### src/rtl/mud_feedback_pkg.sv
// mud_feedback_pkg
// Shared definitions for the multi-channel feedback enable/pulse array:
// per-channel FSM state encoding, default parameter values and the
// synchroniser depth floor. No ports.
package mud_feedback_pkg;

  localparam int NCH_DEF         = 4;
  localparam int PULSE_W_DEF     = 8;
  localparam int TIMEOUT_W_DEF   = 12;
  localparam int SYNC_STAGES_DEF = 2;
  localparam int SYNC_STAGES_MIN = 2;

  typedef enum logic [2:0] {
    ST_IDLE    = 3'd0,
    ST_PULSE   = 3'd1,
    ST_WAIT_OK = 3'd2,
    ST_DONE    = 3'd3,
    ST_FAULT   = 3'd4
  } state_e;

  // A requested depth below the floor would not be metastability-safe.
  function automatic int sync_depth(input int req);
    return (req < SYNC_STAGES_MIN) ? SYNC_STAGES_MIN : req;
  endfunction

endpackage

### src/rtl/mud_feedback_pulse_chan.sv
// mud_feedback_pulse_chan
// One feedback channel: registers the enable request, detects its rising
// edge, issues a programmable-length start pulse, synchronises the returning
// ok indication and (with MUD_FEEDBACK_TIMEOUT_EN defined) raises a sticky
// fault if ok does not arrive within timeout_cycles_i.
// Ports:
//   clk_i, rst_n_i      clock, synchronous active-low reset
//   enable_feedback_i   enable request
//   ok_feedback_i       asynchronous loop-settled indication
//   pulse_len_i         pulse length, 0 = hold pulse until ok
//   timeout_cycles_i    cycles from pulse start to fault, 0 = disabled
//   fault_clr_i         fault clear (honoured only with enable low)
//   enable_o, pulse_o, ok_sync_o, fault_o   registered outputs
//
// state    | meaning
// ---------+-----------------------------------------------------
// IDLE     | waiting for an enable rising edge
// PULSE    | start pulse asserted, counting pulse length
// WAIT_OK  | pulse finished, waiting for ok_sync
// DONE     | loop settled, held until enable drops
// FAULT    | ok timed out; sticky until fault_clr with enable low
module mud_feedback_pulse_chan
  import mud_feedback_pkg::*;
#(
  parameter int PULSE_W     = PULSE_W_DEF,
  parameter int TIMEOUT_W   = TIMEOUT_W_DEF,
  parameter int SYNC_STAGES = SYNC_STAGES_DEF
) (
  input  logic                 clk_i,
  input  logic                 rst_n_i,
  input  logic                 enable_feedback_i,
  input  logic                 ok_feedback_i,
  input  logic [PULSE_W-1:0]   pulse_len_i,
  input  logic [TIMEOUT_W-1:0] timeout_cycles_i,
  input  logic                 fault_clr_i,
  output logic                 enable_o,
  output logic                 pulse_o,
  output logic                 ok_sync_o,
  output logic                 fault_o
);

  localparam int SYNC_N = sync_depth(SYNC_STAGES);

  state_e             state_q, state_d;
  logic               en_q, en_dly_q;
  logic [SYNC_N-1:0]  sync_q;
  logic [PULSE_W-1:0] plen_q, plen_d;
  logic               pulse_q;
  logic               rise, ok_s;

  assign ok_s = sync_q[SYNC_N-1];
  assign rise = en_q & ~en_dly_q;

`ifdef MUD_FEEDBACK_TIMEOUT_EN
  logic [TIMEOUT_W-1:0] tmo_q, tmo_d, tmo_inc, tmo_sat;
  logic                 tmo_hit;
  logic                 fault_q;

  assign tmo_inc = tmo_q + 1'b1;
  // Saturated counter never wraps back onto a small timeout value.
  assign tmo_sat = (&tmo_q) ? tmo_q : tmo_inc;
  assign tmo_hit = (timeout_cycles_i != '0) && (tmo_inc == timeout_cycles_i);
`else
  logic unused_tmo_ports;
  assign unused_tmo_ports = ^{timeout_cycles_i, fault_clr_i};
`endif

  always_comb begin
    state_d = state_q;
    plen_d  = plen_q;
`ifdef MUD_FEEDBACK_TIMEOUT_EN
    tmo_d   = tmo_q;
`endif
    case (state_q)
      ST_IDLE: begin
        if (rise) begin
          state_d = ST_PULSE;
          plen_d  = pulse_len_i;
`ifdef MUD_FEEDBACK_TIMEOUT_EN
          tmo_d   = '0;
`endif
        end
      end
      ST_PULSE: begin
`ifdef MUD_FEEDBACK_TIMEOUT_EN
        tmo_d = tmo_sat;
`endif
        if (!en_q)                      state_d = ST_IDLE;
        else if (ok_s)                  state_d = ST_DONE;
`ifdef MUD_FEEDBACK_TIMEOUT_EN
        else if (tmo_hit)               state_d = ST_FAULT;
`endif
        else if (plen_q == PULSE_W'(1)) state_d = ST_WAIT_OK;
        // plen_q of 0 marks legacy mode: hold the pulse until ok.
        else if (plen_q != '0)          plen_d  = plen_q - 1'b1;
      end
      ST_WAIT_OK: begin
`ifdef MUD_FEEDBACK_TIMEOUT_EN
        tmo_d = tmo_sat;
`endif
        if (!en_q)        state_d = ST_IDLE;
        else if (ok_s)    state_d = ST_DONE;
`ifdef MUD_FEEDBACK_TIMEOUT_EN
        else if (tmo_hit) state_d = ST_FAULT;
`endif
      end
      ST_DONE: begin
        if (!en_q) state_d = ST_IDLE;
      end
`ifdef MUD_FEEDBACK_TIMEOUT_EN
      ST_FAULT: begin
        if (fault_clr_i && !en_q) state_d = ST_IDLE;
      end
`endif
      default: state_d = ST_IDLE;
    endcase
  end

  always_ff @(posedge clk_i) begin
    if (!rst_n_i) begin
      state_q  <= ST_IDLE;
      en_q     <= 1'b0;
      en_dly_q <= 1'b0;
      sync_q   <= '0;
      plen_q   <= '0;
      pulse_q  <= 1'b0;
    end else begin
      state_q  <= state_d;
      en_q     <= enable_feedback_i;
      en_dly_q <= en_q;
      sync_q   <= {sync_q[SYNC_N-2:0], ok_feedback_i};
      plen_q   <= plen_d;
      pulse_q  <= (state_q == ST_PULSE);
    end
  end

`ifdef MUD_FEEDBACK_TIMEOUT_EN
  always_ff @(posedge clk_i) begin
    if (!rst_n_i) begin
      tmo_q   <= '0;
      fault_q <= 1'b0;
    end else begin
      tmo_q   <= tmo_d;
      fault_q <= (state_q == ST_FAULT);
    end
  end
  assign fault_o = fault_q;
`else
  assign fault_o = 1'b0;
`endif

  assign enable_o  = en_q;
  assign pulse_o   = pulse_q;
  assign ok_sync_o = ok_s;

endmodule

### src/rtl/mud_feedback_pulse_array.sv
// mud_feedback_pulse_array
// NCH independent feedback enable/pulse channels between the sequencer and
// the analog loop cells. pulse_len_i and timeout_cycles_i are shared by all
// channels. Optional timeout/fault logic: define MUD_FEEDBACK_TIMEOUT_EN.
// Ports:
//   clk_i, rst_n_i       clock, synchronous active-low reset
//   enable_feedback_i    [NCH] enable requests
//   ok_feedback_i        [NCH] asynchronous loop-settled indications
//   pulse_len_i          [PULSE_W] pulse length (0 = hold until ok)
//   timeout_cycles_i     [TIMEOUT_W] timeout (0 = disabled)
//   fault_clr_i          [NCH] fault clears
//   enable_o, pulse_o, ok_sync_o, fault_o   [NCH] per-channel outputs
module mud_feedback_pulse_array
  import mud_feedback_pkg::*;
#(
  parameter int NCH         = NCH_DEF,
  parameter int PULSE_W     = PULSE_W_DEF,
  parameter int TIMEOUT_W   = TIMEOUT_W_DEF,
  parameter int SYNC_STAGES = SYNC_STAGES_DEF
) (
  input  logic                 clk_i,
  input  logic                 rst_n_i,
  input  logic [NCH-1:0]       enable_feedback_i,
  input  logic [NCH-1:0]       ok_feedback_i,
  input  logic [PULSE_W-1:0]   pulse_len_i,
  input  logic [TIMEOUT_W-1:0] timeout_cycles_i,
  input  logic [NCH-1:0]       fault_clr_i,
  output logic [NCH-1:0]       enable_o,
  output logic [NCH-1:0]       pulse_o,
  output logic [NCH-1:0]       ok_sync_o,
  output logic [NCH-1:0]       fault_o
);

  for (genvar g = 0; g < NCH; g++) begin : g_chan
    mud_feedback_pulse_chan #(
      .PULSE_W     (PULSE_W),
      .TIMEOUT_W   (TIMEOUT_W),
      .SYNC_STAGES (SYNC_STAGES)
    ) u_chan (
      .clk_i             (clk_i),
      .rst_n_i           (rst_n_i),
      .enable_feedback_i (enable_feedback_i[g]),
      .ok_feedback_i     (ok_feedback_i[g]),
      .pulse_len_i       (pulse_len_i),
      .timeout_cycles_i  (timeout_cycles_i),
      .fault_clr_i       (fault_clr_i[g]),
      .enable_o          (enable_o[g]),
      .pulse_o           (pulse_o[g]),
      .ok_sync_o         (ok_sync_o[g]),
      .fault_o           (fault_o[g])
    );
  end

endmodule

### config.mk
export PLATFORM = sky130hd
export DESIGN_NAME = mud_feedback_pulse_array
export DESIGN_NICKNAME = d
export VERILOG_FILES = /design/src/rtl/mud_feedback_pkg.sv /design/src/rtl/mud_feedback_pulse_chan.sv /design/src/rtl/mud_feedback_pulse_array.sv
export SDC_FILE = /design/constraint.sdc
export NUM_CORES = 1
export LEC_CHECK = 0
export BUFFER_PORTS_ARGS = -buffer_cell sky130_fd_sc_hd__clkbuf_2
export CAP_MARGIN = 20
export CORE_MARGIN = 2
export CORE_UTILIZATION = 35
export CTS_CLUSTER_SIZE = 40
export DETAILED_ROUTE_END_ITERATION = 10
export SETUP_SLACK_MARGIN = 0.1
export SLEW_MARGIN = 10
export SYNTH_ARGS = -nofsm -noshare
export SYNTH_HDL_FRONTEND = slang
export SYNTH_SLANG_ARGS = --single-unit
### constraint.sdc
create_clock -name clk_i -period 4.5 [get_ports clk_i]
set_input_delay 0.9 -clock clk_i [delete_from_list [all_inputs] [get_ports clk_i]]
set_output_delay 0.9 -clock clk_i [all_outputs]
set_load 0.1 [all_outputs]
==> results.txt <==
Yosys top cell by area: dfxtp_1
Hold Path Class: register to register
Worst hold start: g_chan[2].u_chan.sync_q[0]
Startpoint Class: register
1st-iter DRT viols: 250
CTS Buffer Depth: 2
Clk_lat worst skew: 340 ps
CTS tree: built
Hold depth: 1
Number of remaining DRC errors: 0
Pleak: 1.500 nW
Maxcap violations: 0
Slowest stage delay, CP: 500 ps
Postcts setup bufs: 0
RSZ-0062 raised after global routing: no
Critical Path Source: g_chan[0].u_chan.sync_q[1]
CP delay by family, top: buffers and inverters
Critical Path RT: 3600 ps
Total grt overflow: 0
Reg-to-reg slack, setup: 2470 ps
Status: complete, no violations
Crit Path Max Fanout: 5
FMAX: 0.4591 GHz
Crit-path cells: clkbuf_2
First-pass GRT wire length: 14200 microns
Post-DRT Antenna Nets: 0
Library cells used by synthesis: 68
Vias: 3005
Filler cell count: 991
Syn Std Cell Area: 3538 sq um
Post-synth ARST share: 0
Die ar.: 10930 sq um
Antenna violations before repair: 0
# hold bufs at CTS: 0
Row cnt: 36
WS Path Type: register to output pin
Final GP Congestion: 0.8543
Min-Delay Endpoint: g_chan[2].u_chan.sync_q[1]
Routed length per instance: 15.40 microns
Worst r2r src: g_chan[1].u_chan.state_q[0]
Nets@finish: 452
HPWL after DPL: 5711 microns
Worst slew pin tran: 835.2 ps
Clock Skews: 8.049 ps
Port Buffers: 29
Top_reg_cell synth: dfxtp_1
Die Wd: 104.5 microns
H-Tree Depth: 3
Final Max Slew Viols: 0
Die H: 104.5 microns
Finished Core Util: 0.3909
Clock Tree Root: clkbuf_8
IO Count: 50
Largest net degree at the start of global routing: 43
Rel. slew slack: 0.4381
Post-cts resize count: 0
Core area: 9774 sq um
Final Critical Period: 2178 ps
Synth area leaders: dfxtp_1 (34%), ha_1 (4.2%), buf_4 (4.0%)
Final hold vios: 0
Crit path buf inv count: 1
Cts bufs inserted: 9
Cells on worst reg2reg path: 4
EDFF count, synth: 0
Share of layout cells above drive strength 1: 0.1606
FF+latch count, synth: 60
Arrival @ worst endpoint: 1280 ps
Register area share after synthesis: 0.3395
PwrDens: 348.3 nW/um^2
Routed Wire Length: 8376 microns
Peak VDD IR: 0.0001432 V
1st-pass router iterations: 5
Post-Syn Instances: 402
Period utilisation layout: 0.4841
Worst R2R End: g_chan[1].u_chan.plen_q[5]
Starting Density: 0.3620
Syn avg cell area: 8.802 sq um
Setup TNS: 0 ps
Count leader, synth: dfxtp_1
Setup-failing EPs final: 0
Vias in the first global route: 2980
Synth-to-layout area growth: 7.991%
Commonest cells in the netlist: dfxtp_1 (60), nand2_1 (29), a21oi_1 (28)
Synth warn: 0
Clock transition at the registers of the reported paths: 70 ps
Via density: 5.524
Crit-path slowest cell: clkbuf_2
Antenna cells: 0
Sink Count: 60
Post-synth top area share: 0.3395
Total Routing Usage GR: 0.1596
Critical Path End Type: output pin
==> cells in the final DEF (no fill, tap or decap), types with 3 or more instances in the layout <==
| cell | count |
|---|---|
| clkinv_2 | 5 |
| a21oi_1 | 28 |
| mux2i_1 | 4 |
| o311ai_1 | 6 |
| inv_1 | 21 |
| dfxtp_1 | 60 |
| nand2_1 | 29 |
| a211oi_1 | 6 |
| nand2b_1 | 10 |
| and2_1 | 13 |
| a211o_1 | 5 |
| or2_1 | 3 |
| clkbuf_2 | 29 |
| nand3_1 | 10 |
| clkbuf_8 | 9 |
| nor2_1 | 21 |
| ha_1 | 12 |
| nor3b_1 | 5 |
| o32ai_2 | 8 |
| conb_1 | 4 |
| nor4_1 | 4 |
| and3_1 | 3 |
| o31a_1 | 6 |
| o31ai_1 | 8 |
| o21ai_0 | 13 |
| a22oi_1 | 5 |
| a21boi_0 | 5 |
| nor3_1 | 8 |
| a311o_1 | 4 |
| a31oi_1 | 3 |
| or4b_1 | 3 |
| o32ai_1 | 3 |
| nor2b_1 | 12 |
==> metal layers <==
| metal | GRT usage | share of wire | vias to the layer above |
|---|---|---|---|
| met3 | 0.04117 | 0.045 | 10 |
| li1 | - | - | 1472 |
| met4 | 0.05598 | 0.015 | 0 |
| met5 | 0 | 0 | - |
| met1 | 0.2055 | 0.47 | 1452 |
| met2 | 0.2582 | 0.47 | 71 |
==> through the flow <==
stage               hold slack, ps  instance area [sq um]  power (mW)  std cells  setup WS, ps
floorplan                    411.9                   3550      0.8221        405          2616
global placement             414.0                   3638      0.8655        528          2284
detailed placement           419.6                   3638      0.8707        528          2257
CTS                          436.1                   3821       1.340        544          2299
global route                 462.1                   3821       1.394        544          2261
finish                       433.1                   3821       1.331        544          2322
==> registers in the layout, indices dropped and copies added, names as in the netlist <==
name                    flops
g_chan.u_chan.en_dly_q      4
g_chan.u_chan.sync_q        8
g_chan.u_chan.enable_o      4
g_chan.u_chan.plen_q       32
g_chan.u_chan.state_q       8
g_chan.u_chan.pulse_o       4
==> worst max-delay path by stage <==
stage / to / slack (ps) / cells after the start
3_5_place_dp: g_chan[0].u_chan.plen_q[2] / 2260 / 5
2_1_floorplan: g_chan[0].u_chan.plen_q[2] / 2620 / 5
5_1_grt: ok_sync_o[0] / 2260 / 1
4_1_cts: ok_sync_o[0] / 2300 / 1
3_3_place_gp: g_chan[0].u_chan.plen_q[2] / 2280 / 5
6_report: ok_sync_o[0] / 2320 / 1
==> kinds of logic (layout without fill, tap and decap cells) <==
group           Yosys count  count (layout)  share of synthesized area
other cells               1               4                   0.001060
mux                       4               4                    0.01132
flops                    60              60                     0.3395
buf+inv                  62              68                    0.08946
fa+ha+maj                12              12                    0.04243
simple gates            140             140                     0.2348
compound gates          123             123                     0.2815
==> report_power, final <==
group | switching [mW] | internal, mW | leakage [nW]
Sequential | 0.0340 | 0.559 | 0.491
Clock | 0.219 | 0.251 | 0.0996
Combinational | 0.178 | 0.0900 | 0.909
Total | 0.431 | 0.900 | 1.50
==> cell type report <==
cell class	instances	area, sq um	area share
Clock buffer	10	127.6	0.03340
Clock inverter	6	55.05	0.01441
Inverter	21	78.83	0.02063
Multi-Input combinational cell	283	2032	0.5318
Sequential cell	60	1201	0.3143
Tap cell	133	166.4	0.04355
Timing Repair Buffer	31	160.2	0.04191
Power figures use the tool's default switching activity.
